**src/rtl/lsu_pkg.sv**
```systemverilog
// lsu_pkg: shared size encodings and FSM state type for the load/store SRAM front-end
package lsu_pkg;
  localparam logic [1:0] SZ_BYTE = 2'd0;
  localparam logic [1:0] SZ_HALF = 2'd1;
  localparam logic [1:0] SZ_WORD = 2'd2;
  typedef enum logic [1:0] {IDLE, ACCESS, RESP} state_t;
endpackage

```
**src/rtl/lsu_lane_align.sv**
```systemverilog
// lsu_lane_align: byte-lane enables, store replication, load extraction/extension and alignment check
module lsu_lane_align
  import lsu_pkg::*;
(
  input  logic [1:0]  size,
  input  logic [1:0]  addr,
  input  logic        uns,
  input  logic [31:0] wdata,
  input  logic [31:0] mem_dout,
  output logic [3:0]  be,
  output logic [31:0] di,
  output logic [31:0] rdata_ext,
  output logic        misaligned
);
  logic [31:0] sh;
  // pure lane steering; the selected lane is shifted down before extension
  always_comb begin
    sh = mem_dout >> (size == SZ_BYTE ? {addr, 3'b000} : {addr[1], 4'b0000});
    misaligned = (size == 2'd3) || (size == SZ_HALF && addr[0]) || (size == SZ_WORD && addr != 2'b00);
    be = size == SZ_BYTE ? 4'b0001 << addr : size == SZ_HALF ? (addr[1] ? 4'b1100 : 4'b0011) : size == SZ_WORD ? 4'b1111 : 4'b0000;
    di = size == SZ_BYTE ? {4{wdata[7:0]}} : size == SZ_HALF ? {2{wdata[15:0]}} : wdata;
    rdata_ext = size == SZ_BYTE ? {{24{~uns & sh[7]}}, sh[7:0]} : size == SZ_HALF ? {{16{~uns & sh[15]}}, sh[15:0]} : mem_dout;
  end
endmodule

```
**src/rtl/lsu_sram_ctrl.sv**
```systemverilog
// lsu_sram_ctrl: single-request load/store FSM driving a single-port SRAM with registered pin outputs
module lsu_sram_ctrl
  import lsu_pkg::*;
#(
  parameter int AWIDTH = 12
) (
  input  logic              CLK,
  input  logic              RSTn,
  input  logic              req_valid,
  output logic              req_ready,
  input  logic              req_we,
  input  logic [1:0]        req_size,
  input  logic              req_unsigned,
  input  logic [31:0]       req_addr,
  input  logic [31:0]       req_wdata,
  output logic              resp_valid,
  input  logic              resp_ready,
  output logic [31:0]       resp_rdata,
  output logic              resp_err,
  output logic              MEM_CSN,
  output logic              MEM_WEN,
  output logic [AWIDTH-1:0] MEM_ADDR,
  output logic [3:0]        MEM_BE,
  output logic [31:0]       MEM_DI,
  input  logic [31:0]       MEM_DOUT
);
  state_t      state;
  logic        we_q, uns_q, idle, misaligned, unused_addr;
  logic [1:0]  size_q, lane_q;
  logic [3:0]  be;
  logic [31:0] di, rdata_ext;
  assign idle = state == IDLE;
  assign req_ready = idle;
  assign resp_valid = state == RESP;
  assign unused_addr = ^req_addr[31:AWIDTH+2];
  // in IDLE the lanes decode the incoming request; afterwards they decode the latched one for the load
  lsu_lane_align u_align (
    .size      (idle ? req_size : size_q),
    .addr      (idle ? req_addr[1:0] : lane_q),
    .uns       (uns_q),
    .wdata     (req_wdata),
    .mem_dout  (MEM_DOUT),
    .be        (be),
    .di        (di),
    .rdata_ext (rdata_ext),
    .misaligned(misaligned)
  );
  // FSM with SRAM strobes as flops so CSN/WEN are glitch-free and settle right after the posedge
  always_ff @(posedge CLK or negedge RSTn)
    if (!RSTn) begin
      state      <= IDLE;
      we_q       <= 1'b0;
      uns_q      <= 1'b0;
      size_q     <= 2'd0;
      lane_q     <= 2'd0;
      resp_rdata <= '0;
      resp_err   <= 1'b0;
      MEM_CSN    <= 1'b1;
      MEM_WEN    <= 1'b1;
      MEM_BE     <= 4'b0000;
      MEM_ADDR   <= '0;
      MEM_DI     <= '0;
    end else
      case (state)
        IDLE: if (req_valid) begin
          we_q   <= req_we;
          uns_q  <= req_unsigned;
          size_q <= req_size;
          lane_q <= req_addr[1:0];
          if (misaligned) begin
            resp_err   <= 1'b1;
            resp_rdata <= '0;
            state      <= RESP;
          end else begin
            MEM_CSN  <= 1'b0;
            MEM_WEN  <= ~req_we;
            MEM_BE   <= be;
            MEM_ADDR <= req_addr[AWIDTH+1:2];
            MEM_DI   <= di;
            state    <= ACCESS;
          end
        end
        ACCESS: begin
          resp_rdata <= we_q ? '0 : rdata_ext;
          MEM_CSN    <= 1'b1;
          MEM_WEN    <= 1'b1;
          MEM_BE     <= 4'b0000;
          state      <= RESP;
        end
        RESP: if (resp_ready) begin
          resp_err   <= 1'b0;
          resp_rdata <= '0;
          state      <= IDLE;
        end
        default: state <= IDLE;
      endcase
endmodule

```
**config.mk**
```make
export PLATFORM = sky130hd
export DESIGN_NAME = lsu_sram_ctrl
export DESIGN_NICKNAME = d
export VERILOG_FILES = /design/src/rtl/lsu_pkg.sv /design/src/rtl/lsu_lane_align.sv /design/src/rtl/lsu_sram_ctrl.sv
export SDC_FILE = /design/constraint.sdc
export NUM_CORES = 1
export LEC_CHECK = 0
export BUFFER_PORTS_ARGS = -buffer_cell sky130_fd_sc_hd__buf_4
export CAP_MARGIN = 10
export CORE_MARGIN = 10
export CORE_UTILIZATION = 52
export DETAILED_ROUTE_END_ITERATION = 7
export PLACE_DENSITY = 0.84
export SYNTH_ARGS = -nofsm -noshare
export SYNTH_HDL_FRONTEND = slang
export SYNTH_SLANG_ARGS = --single-unit
```
**constraint.sdc**
```tcl
create_clock -name CLK -period 5.15 [get_ports CLK]
set_input_delay 0.7725 -clock CLK [delete_from_list [all_inputs] [get_ports CLK]]
set_output_delay 0.7725 -clock CLK [all_outputs]
set_load 0.05 [all_outputs]
```
Word level (Yosys, flattened, before mapping)
Cells that the tools add are included.

cells by class
  eq/ne operators = 9
  shift operators = 2
  multiplexer cells = 33
  bitwise operators = 5
  reductions and logical operators = 16

operators by type and width
  operator               number
  $mux W32               8
  $pmux W32 S3           1
  $shr A32 B5 Y16        1
  $mux W4                7
  $mux W2                5
  $pmux W4 S2            1
  $reduce_and A4 Y1      2
  $mux W1                7
  $eq A2 B2 Y1 const B   3
  $pmux W1 S2            3
  $pmux W2 S3            1
  $reduce_and A3 Y1      2
  $reduce_bool A2 Y1     3
  $eq A2 B1 Y1 const B   2
  $logic_not A2 Y1       2
  $ne A2 B1 Y1 const B   2
  $ne A2 B2 Y1 const B   2
  $reduce_and A2 Y1      2
  $shl A1 B2 Y4 const A  1
  $not A1 Y1             3
  $reduce_bool A3 Y1     1
  $and A1 B1 Y1          2
  $logic_and A1 B1 Y1    2
  $logic_or A1 B1 Y1     2

storage, ports and cells
  register bits after elaboration = 91
  bits of input ports = 104

Depth between registers and ports, before layout
Gate-level depths: netlist (run 1).

  word-level depth = 10
  depth in mapped cells = 9
  mapped depth without buffers = 6

Modules after synthesis
Synthesis (run 1) repeated with hierarchy kept, for this count alone.

second synthesis, totals
  cells, all modules = 414
  area, all modules = 4778.3 µm²

by module, submodules not included
  module          instances  cells each  area an instance (µm²)
  lsu_sram_ctrl   1          223         3513.4
  lsu_lane_align  1          191         1265.0

Worst setup path before layout (run 1)
No wires, ideal clock.

  path kind = input to register
  start = input port req_size[1]
  end = register MEM_DI[11]
  arrival = 2368 ps
  data required time = 5023 ps
  slack = 2655 ps
  stages = 7
  path buffers = 2
  cells stage by stage = or3b_1 and2_1 buf_2 nand2_1 buf_2 mux2_2 mux2_1

between the ends
  longest elaborated chain between the ends = 7

ends and longest elaborated chain
  what                              line                  text
  from (decl)                       lsu_sram_ctrl.sv:12   input logic [1:0] req_size,
  $mux W2 *                         lsu_sram_ctrl.sv:38   .size (idle ? req_size : size_q),
  $eq A2 B1 Y1                      lsu_lane_align.sv:19  misaligned = (size == 2'd3) || (size == SZ_HALF && addr[0]) || (size == SZ_WORD && addr != 2'b00);
  $logic_and A1 B1 Y1               lsu_lane_align.sv:19
  $logic_or A1 B1 Y1 (2 in series)  lsu_lane_align.sv:19
  $not A1 Y1 (no line)              n/a
  $reduce_and A3 Y1 (no line)       n/a
  to (signal assigned)              lsu_sram_ctrl.sv:79   MEM_DI <= di;
  to (decl)                         lsu_sram_ctrl.sv:24   output logic [31:0] MEM_DI,

Every way passes the cells marked *; elsewhere a longest branch is shown, timed or not.
A chain may end at the register's enable or synchronous reset.

Final worst setup path (run 1)
  start = register state[1]
  end = register MEM_DI[26]

between the ends
  longest elaborated chain between the ends = 8

ends and longest elaborated chain
  what                              line                                        text
  from (decl)                       lsu_sram_ctrl.sv:27                         state_t state;
  from (signal assigned)            lsu_sram_ctrl.sv:51                         state <= IDLE;
  from (signal assigned)            lsu_sram_ctrl.sv:73                         state <= RESP;
  from (signal assigned)            lsu_sram_ctrl.sv:80                         state <= ACCESS;
  $logic_not A2 Y1 *                lsu_sram_ctrl.sv:32, lsu_sram_ctrl.sv:64
  $mux W2                           lsu_sram_ctrl.sv:38
  $eq A2 B1 Y1                      lsu_lane_align.sv:19, lsu_lane_align.sv:21
  $logic_and A1 B1 Y1               lsu_lane_align.sv:19
  $logic_or A1 B1 Y1 (2 in series)  lsu_lane_align.sv:19
  $not A1 Y1 (no line)              n/a
  $reduce_and A3 Y1 (no line)       n/a

Marks and branches as above.

==> reports/metrics.cfg, run 1 <==
[cts]
cts_hold_buffers = 0
post_cts_buffers = 0
cts_tree = built
cts_inserted_buffers = 9
cts_resized = 0
htree_num_levels = 3
clk_pin_slew_worst_paths_ns = 0.09
clock_latency_ns = 0.36
cts.path.max_buffers = 2
cts_root_buffer = clkbuf_8
cts.sinks = 91

[worst_setup_path]
worstSetupStartpointType = register
slowest_stage = a21oi_4
worstPathArrival_ns = 3.82
worstPathCellList = o21ai_1, and2_1, nand2_1, a21oi_4, buf_4, mux2_2
cp-end-kind = register
required_ns = 5.39
crit_fanout = 30
critPathMaxStageDelay_ns = 0.92
worstSetupPathType = register to register

[yosys]
synth-main-ff-cell = dfrtp_1
ys_ff_latch = 91
yosys.area.top_type_share = 0.4788
yosysWarnings = 0
ys_top_cells_by_area = dfrtp_1, mux2_2, a32o_1
synthCells = 432
ys_seq_area_frac = 0.4900
syn_nets = 536
synthesis.area_um2 = 4652
yosysTopAreaCell = dfrtp_1
synth_edf_count = 0
async_flop_share = 1.000
avgSynthCellArea_um2 = 10.77
synth.distinct_cells = 53

[die]
design.die.area_um2 = 13130
core_um2 = 8721
io_pins = 189
start_util = 0.5334
die_h_um = 114.6
rows = 34
die_x_um = 114.6

[sta]
period_share = 0.6959
finalSetupTns_ns = 0
hold_viol_final = 0
slew_violations = 0
fmax_mhz = 279.0
rsz0062_at_grt = false
finalCriticalPeriod_ns = 3.584
slew_headroom = 0.1724
finalSetupViolations = 0
worstMarginPinSlew_ns = 1.241
clock_skew_ns = 0.01201

[job]
drv_cap = 0

[final_layout]
num_antenna_cells = 0
nets = 693
drive_gt1_frac = 0.4081
nFillCells = 636
area_delta_synth_final_pct = 32.03

[global_route]
grt_first_pass_wirelength_um = 22510
grt_pass1_vias = 4340
overflow = 0
grt_usage = 0.2107
antenna_found_initial = 0
grt_max_degree = 56

[worst_hold_path]
hold_class = primary input to asynchronous set/reset pin

[power]
ir_worst_vdd_uv = 514.4
totalPowerFinal_mw = 5.175
powerDensity_nw_per_um2 = 842.6
p_leak_nw = 2.954

[drt]
drc_errors = 0
wl_per_cell_um = 20.34
antenna_left = 0
wirelength_um = 14260
dr.pass1.iters = 5
num_vias = 4096
routed_via_density = 5.843
drtIter0Drc = 225

[place]
numPortBuffers = 170
place_hpwl_um = 10830
finalWeightedCongestion = 0.9121

[outcome]
status = finished clean

-- metal layers --
layer	wire [um]	track usage	part of all wire
met5	0	0	0
met4	469	0.09357	0.033
met3	1687	0.09853	0.12
met2	6725	0.3322	0.47
met1	5374	0.2384	0.38
-- area by class of cell --
type / count / area (um^2) / area share
multi-input cells: 307 / 2185 / 0.3557
inverters: 4 / 15.01 / 0.002444
clock buffers: 10 / 127.6 / 0.02078
repair buffers: 176 / 1321 / 0.2151
flip-flops and latches: 91 / 2280 / 0.3712
well taps: 108 / 135.1 / 0.02200
clock inverters: 5 / 78.83 / 0.01283
-- cells in the mapped netlist, types with 5 or more instances --
master	instances
buf_6	5
nor2_1	38
mux2_2	39
dfrtp_1	89
a32o_1	24
clkbuf_1	13
a211oi_1	7
buf_2	9
and3_1	7
nand2b_1	5
a21oi_1	8
mux2_1	15
o21a_1	9
o21ai_0	20
nor3_1	7
o22a_1	7
nand2_1	63
a22o_1	7
mux2i_1	12
-- flip-flops by register name, indices dropped and copies added, names as in the netlist --
register	flops
MEM_DI	32
resp_rdata	32
MEM_ADDR	12
MEM_BE	4
lane_q	2
size_q	2
state	2
MEM_CSN	1
MEM_WEN	1
resp_err	1
uns_q	1
we_q	1
-- worst paths after layout --
check / start / to / slack (ns) / depth (start not counted)
setup / recovery: state[1] / MEM_DI[26] / 1.57 / 6
hold / removal: RSTn / MEM_BE[0] / 0.37 / 1
setup reg to reg: state[1] / MEM_DI[26] / 1.57 / 6
hold reg to reg: we_q / we_q / 0.49 / 2
max in group asynchronous: RSTn / MEM_DI[23] / 3.70 / 2
min in group CLK: we_q / we_q / 0.49 / 2
-- report_power, final --
part	switching (mW)	internal, mW	leakage, nW
registers	0.229	1.06	1.15
clock network	0.251	0.270	0.106
logic	2.24	1.12	1.70
total	2.72	2.46	2.95
-- placed cells by master (no fill, tap or decap), types with 3 or more instances in the layout --
master and n:
a211oi_1 7, o22a_1 7, nor3b_1 3, and2_1 3
mux2_1 15, o21ai_0 20, mux2i_1 12, clkbuf_8 9
a21oi_1 8, nand2b_1 5, nor3_1 7, buf_4 176
and3_1 7, mux2_2 39, nand2_1 63, a32o_1 24
nor2_1 38, o21a_1 9, a22o_1 7, dfrtp_1 89
-- critical path: cells and delay by family, from the launching register on --
| family | cells | cell delay (ns) |
|---|---|---|
| DFF | 1 | 0.51 |
| buffers and inverters | 1 | 0.38 |
| muxes | 1 | 0.37 |
| and+or+nand+nor | 2 | 1.02 |
| AOI/OAI and AO/OA | 2 | 1.16 |
-- cell families (layout without fill, tap and decap cells) --
kind of cell / after synthesis / in the layout / share of synthesized area
xor gates and xnor gates: 1 / 1 / 0.001883
DFF: 91 / 91 / 0.4900
AOI/OAI and AO/OA: 103 / 103 / 0.1754
buffers and inverters: 34 / 195 / 0.04034
muxes: 67 / 67 / 0.1614
and+or+nand+nor: 136 / 136 / 0.1310
-- through the flow --
stage | instances | utilization | hold slack [ns] | cell area (um^2) | setup WS [ns]
5_1_grt | 701 | 0.7043 | 0.3999 | 6142 | 1.296
3_5_place_dp | 686 | 0.6806 | 0.4734 | 5936 | 1.267
2_1_floorplan | 432 | - | 0.4464 | 4652 | 2.655
3_3_place_gp | 686 | 0.6806 | 0.4635 | 5936 | 1.347
4_1_cts | 701 | 0.7043 | 0.3841 | 6142 | 1.591
6_report | 701 | 0.7043 | 0.3680 | 6142 | 1.566
Note: power is estimated with default switching activity, not from simulation.
==> run 2: changes to the inputs <==
ABC_AREA = 1   (was not set)
CORE_UTILIZATION = 48   (was 52)
PLACE_DENSITY = 0.79   (was 0.84)
clock period = 3.6 ns   (was 5.15 ns; I/O delays follow)
==> run 2 against run 1 <==
- critical path depth is 5 higher
- total power increased by 42%
- wire length rose by 6.1%
- worst hold slack lost 0.25 ns
- sequential cell count stayed put
- cell count grew 27%
- die area rose by 5.2%
- non-clock buffer count unchanged
- utilization down 4.2 points
- first-iteration DRC count grew 98%
- clock skew up 0.0068 ns
- fmax increased by 27%
- critical path type unchanged
- critical endpoint is now resp_rdata[12]
- largest power group unchanged
- highest routed layer unchanged
==> reports/metrics.cfg, run 2 <==
[yosys]
syn_nets = 700  ; +31%
async_flop_share = 1.000  ; unchanged
ys_seq_area_frac = 0.4996  ; +0.009540
synth_common_cells = nand2_1, dfrtp_1, inv_1
synthesis.area_um2 = 4563  ; -1.9%
ys_ff_latch = 91  ; unchanged
synth-main-ff-cell = dfrtp_1
yosysMostFrequentCell = nand2_1
synth.distinct_cells = 31  ; -42%
avgSynthCellArea_um2 = 7.656  ; -29%
yosysWarnings = 0  ; unchanged
synthCells = 596  ; +38%
yosysTopAreaCell = dfrtp_1
yosys.area.top_type_share = 0.4881  ; +0.009320
ys_top_cells_by_area = dfrtp_1, nand2_1, o21ai_0
synth_edf_count = 0  ; unchanged

[worst_setup_path]
worstPathCellList = nor2_4, nand2_1, nand2_2, nand2_4, nor2_4, nand2_1, nand3_1, nand3_2, nand2_4, nand2_2, o21ai_0
ff2ff_path_depth = 11  ; +5
required_ns = 3.88  ; -1.51 ns
timing.rr.end = resp_rdata[12]
slowest_stage = nand2_2
crit_family = simple AND/OR/NAND/NOR gates
critPathMaxStageDelay_ns = 0.47  ; -0.45 ns
critPathBufInv = 0  ; -1
r2r_start = state[1]
worstSetupPathType = register to register
cp-end-kind = register
worstPathArrival_ns = 3.09  ; -0.73 ns
reg2reg_slack_ns = 0.78  ; -0.78 ns
worstSetupStartpointType = register
crit_fanout = 27  ; -10%

[final_layout]
nFillCells = 792  ; +25%
drive_gt1_frac = 0.2887  ; -0.1194
num_antenna_cells = 0  ; unchanged
final_common_cell = nand2_1
area_delta_synth_final_pct = 34.08
nets = 861  ; +24%
stdcell_count = 891  ; +27%
top_regs = MEM_DI x32, resp_rdata x32, MEM_ADDR x12
layout_common_cells = nand2_1, buf_4, dfrtp_1, inv_1

[die]
rows = 35  ; +2.9%
core_um2 = 9240  ; +6.0%
start_util = 0.4938  ; -0.03959
io_pins = 189  ; unchanged
die_h_um = 117.5  ; +2.5%
design.die.area_um2 = 13810  ; +5.2%
die_x_um = 117.5  ; +2.5%

[sta]
slew_headroom = 0.3944  ; +0.2221
fmax_mhz = 355.2  ; +27%
rsz0062_at_grt = false
hold_slack_ns = 0.1225  ; -0.2455 ns
worstMarginPinSlew_ns = 0.9050  ; -0.3365 ns
finalCriticalPeriod_ns = 2.815  ; -0.7687 ns
clock_skew_ns = 0.01879  ; +0.006774 ns
hold_viol_final = 0  ; unchanged
slew_violations = 0  ; unchanged
finalSetupTns_ns = 0  ; unchanged
finalSetupViolations = 0  ; unchanged
worst_slack_ns = 0.7847  ; -0.7813 ns
period_share = 0.7820  ; +0.08611

[drt]
wl_per_cell_um = 16.98  ; -17%
wirelength_um = 15130  ; +6.1%
antenna_left = 0  ; unchanged
drc_errors = 0  ; unchanged
wl_met1_um = 6596  ; +23%
drtIter0Drc = 445  ; +98%
dr.max_layer_used = met4
routed_via_density = 5.240  ; -10%
routed-wl-met2_um = 7026  ; +4.5%
num_vias = 4669  ; +14%
wl_met3_um = 1185  ; -30%
dr.pass1.iters = 5  ; unchanged

[cts]
cts.sinks = 91  ; unchanged
clk_pin_slew_worst_paths_ns = 0.09  ; about the same
clock_latency_ns = 0.36  ; about the same
cts_resized = 0  ; unchanged
htree_num_levels = 3  ; unchanged
cts_inserted_buffers = 9  ; unchanged
cts_root_buffer = clkbuf_8
cts_hold_buffers = 0  ; unchanged
cts_tree = built
post_cts_buffers = 0  ; unchanged
cts.path.max_buffers = 2  ; unchanged

[place]
place_hpwl_um = 11420  ; +5.4%
numPortBuffers = 170  ; unchanged
dp_cells = 875  ; +28%
finalWeightedCongestion = 0.8869  ; -2.8%
dp_slack_ns = 0.8010  ; -0.4661 ns

[power]
powerDensity_nw_per_um2 = 1201  ; +43%
ir_worst_vdd_uv = 500.5  ; -2.7%
p_leak_nw = 3.361  ; +14%

[outcome]
status = finished clean

[global_route]
grt_usage = 0.2111  ; +0.0004565
grt_pass1_vias = 4590  ; +5.8%
grt_max_degree = 43  ; -23%
grt_first_pass_wirelength_um = 24140  ; +7.2%
antenna_found_initial = 0  ; unchanged
overflow = 0  ; unchanged

[job]
drv_cap = 0  ; unchanged

[worst_hold_path]
hold_class = primary input to asynchronous set/reset pin

run 2: cell count changes in the layout (fill, tap and decap cells not counted), sizes merged, moves of 15 or more:
cell and change:
inv +39, a31oi +15, nand2 +205, nand3 +22, nand4 +16, mux2 -54, o21ai +19, a32o -24
run 2: area by class of cell:
type                       count  area, um^2  area share
tap                          129       161.4     0.02638
clock buffer                  13       158.9     0.02597
inverter                      43       161.4     0.02638
clock inverter                 3       46.29    0.007566
multi-input combinational    436        1989      0.3252
sequential                    91        2280      0.3726
timing repair buffer         176        1321      0.2160
run 2: cells by family after synthesis:
kind of cell	count (synthesis)	share of synthesized area
buf+inv	69	0.06718
simple gates	354	0.3304
compound gates	82	0.1028
flops	91	0.4996
run 2: worst max-delay path by stage:
stage | startpoint | to | slack, ns | cells past startpoint
2_1_floorplan | state[1] | MEM_DI[24] | 1.53 | 12
3_3_place_gp | state[1] | resp_rdata[14] | 0.92 | 11
3_5_place_dp | state[1] | resp_rdata[16] | 0.80 | 11
4_1_cts | state[1] | resp_rdata[12] | 0.81 | 11
5_1_grt | state[1] | resp_rdata[16] | 0.58 | 11
6_report | state[1] | resp_rdata[12] | 0.78 | 11
run 2: where the power goes:
group	total (mW)	internal, mW	switching (mW)
Clock	0.724	0.361	0.362
Sequential	1.80	1.51	0.286
Combinational	4.82	1.30	3.52
Total	7.35	3.18	4.17
run 2: metrics by stage:
stage	instance area (um^2)	power, mW	util
floorplan	4563	5.256	-
detailed placement	5913	6.633	0.6399
CTS	6118	7.361	0.6622
finish	6118	7.347	0.6622
global placement	5913	6.544	0.6399
global route	6118	7.833	0.6622
run 2: layer usage:
| metal | GRT usage | up-vias |
|---|---|---|
| li1 | - | 2233 |
| met1 | 0.2755 | 2192 |
| met2 | 0.3360 | 218 |
| met3 | 0.05420 | 26 |
| met4 | 0.06260 | 0 |
| met5 | 0 | - |
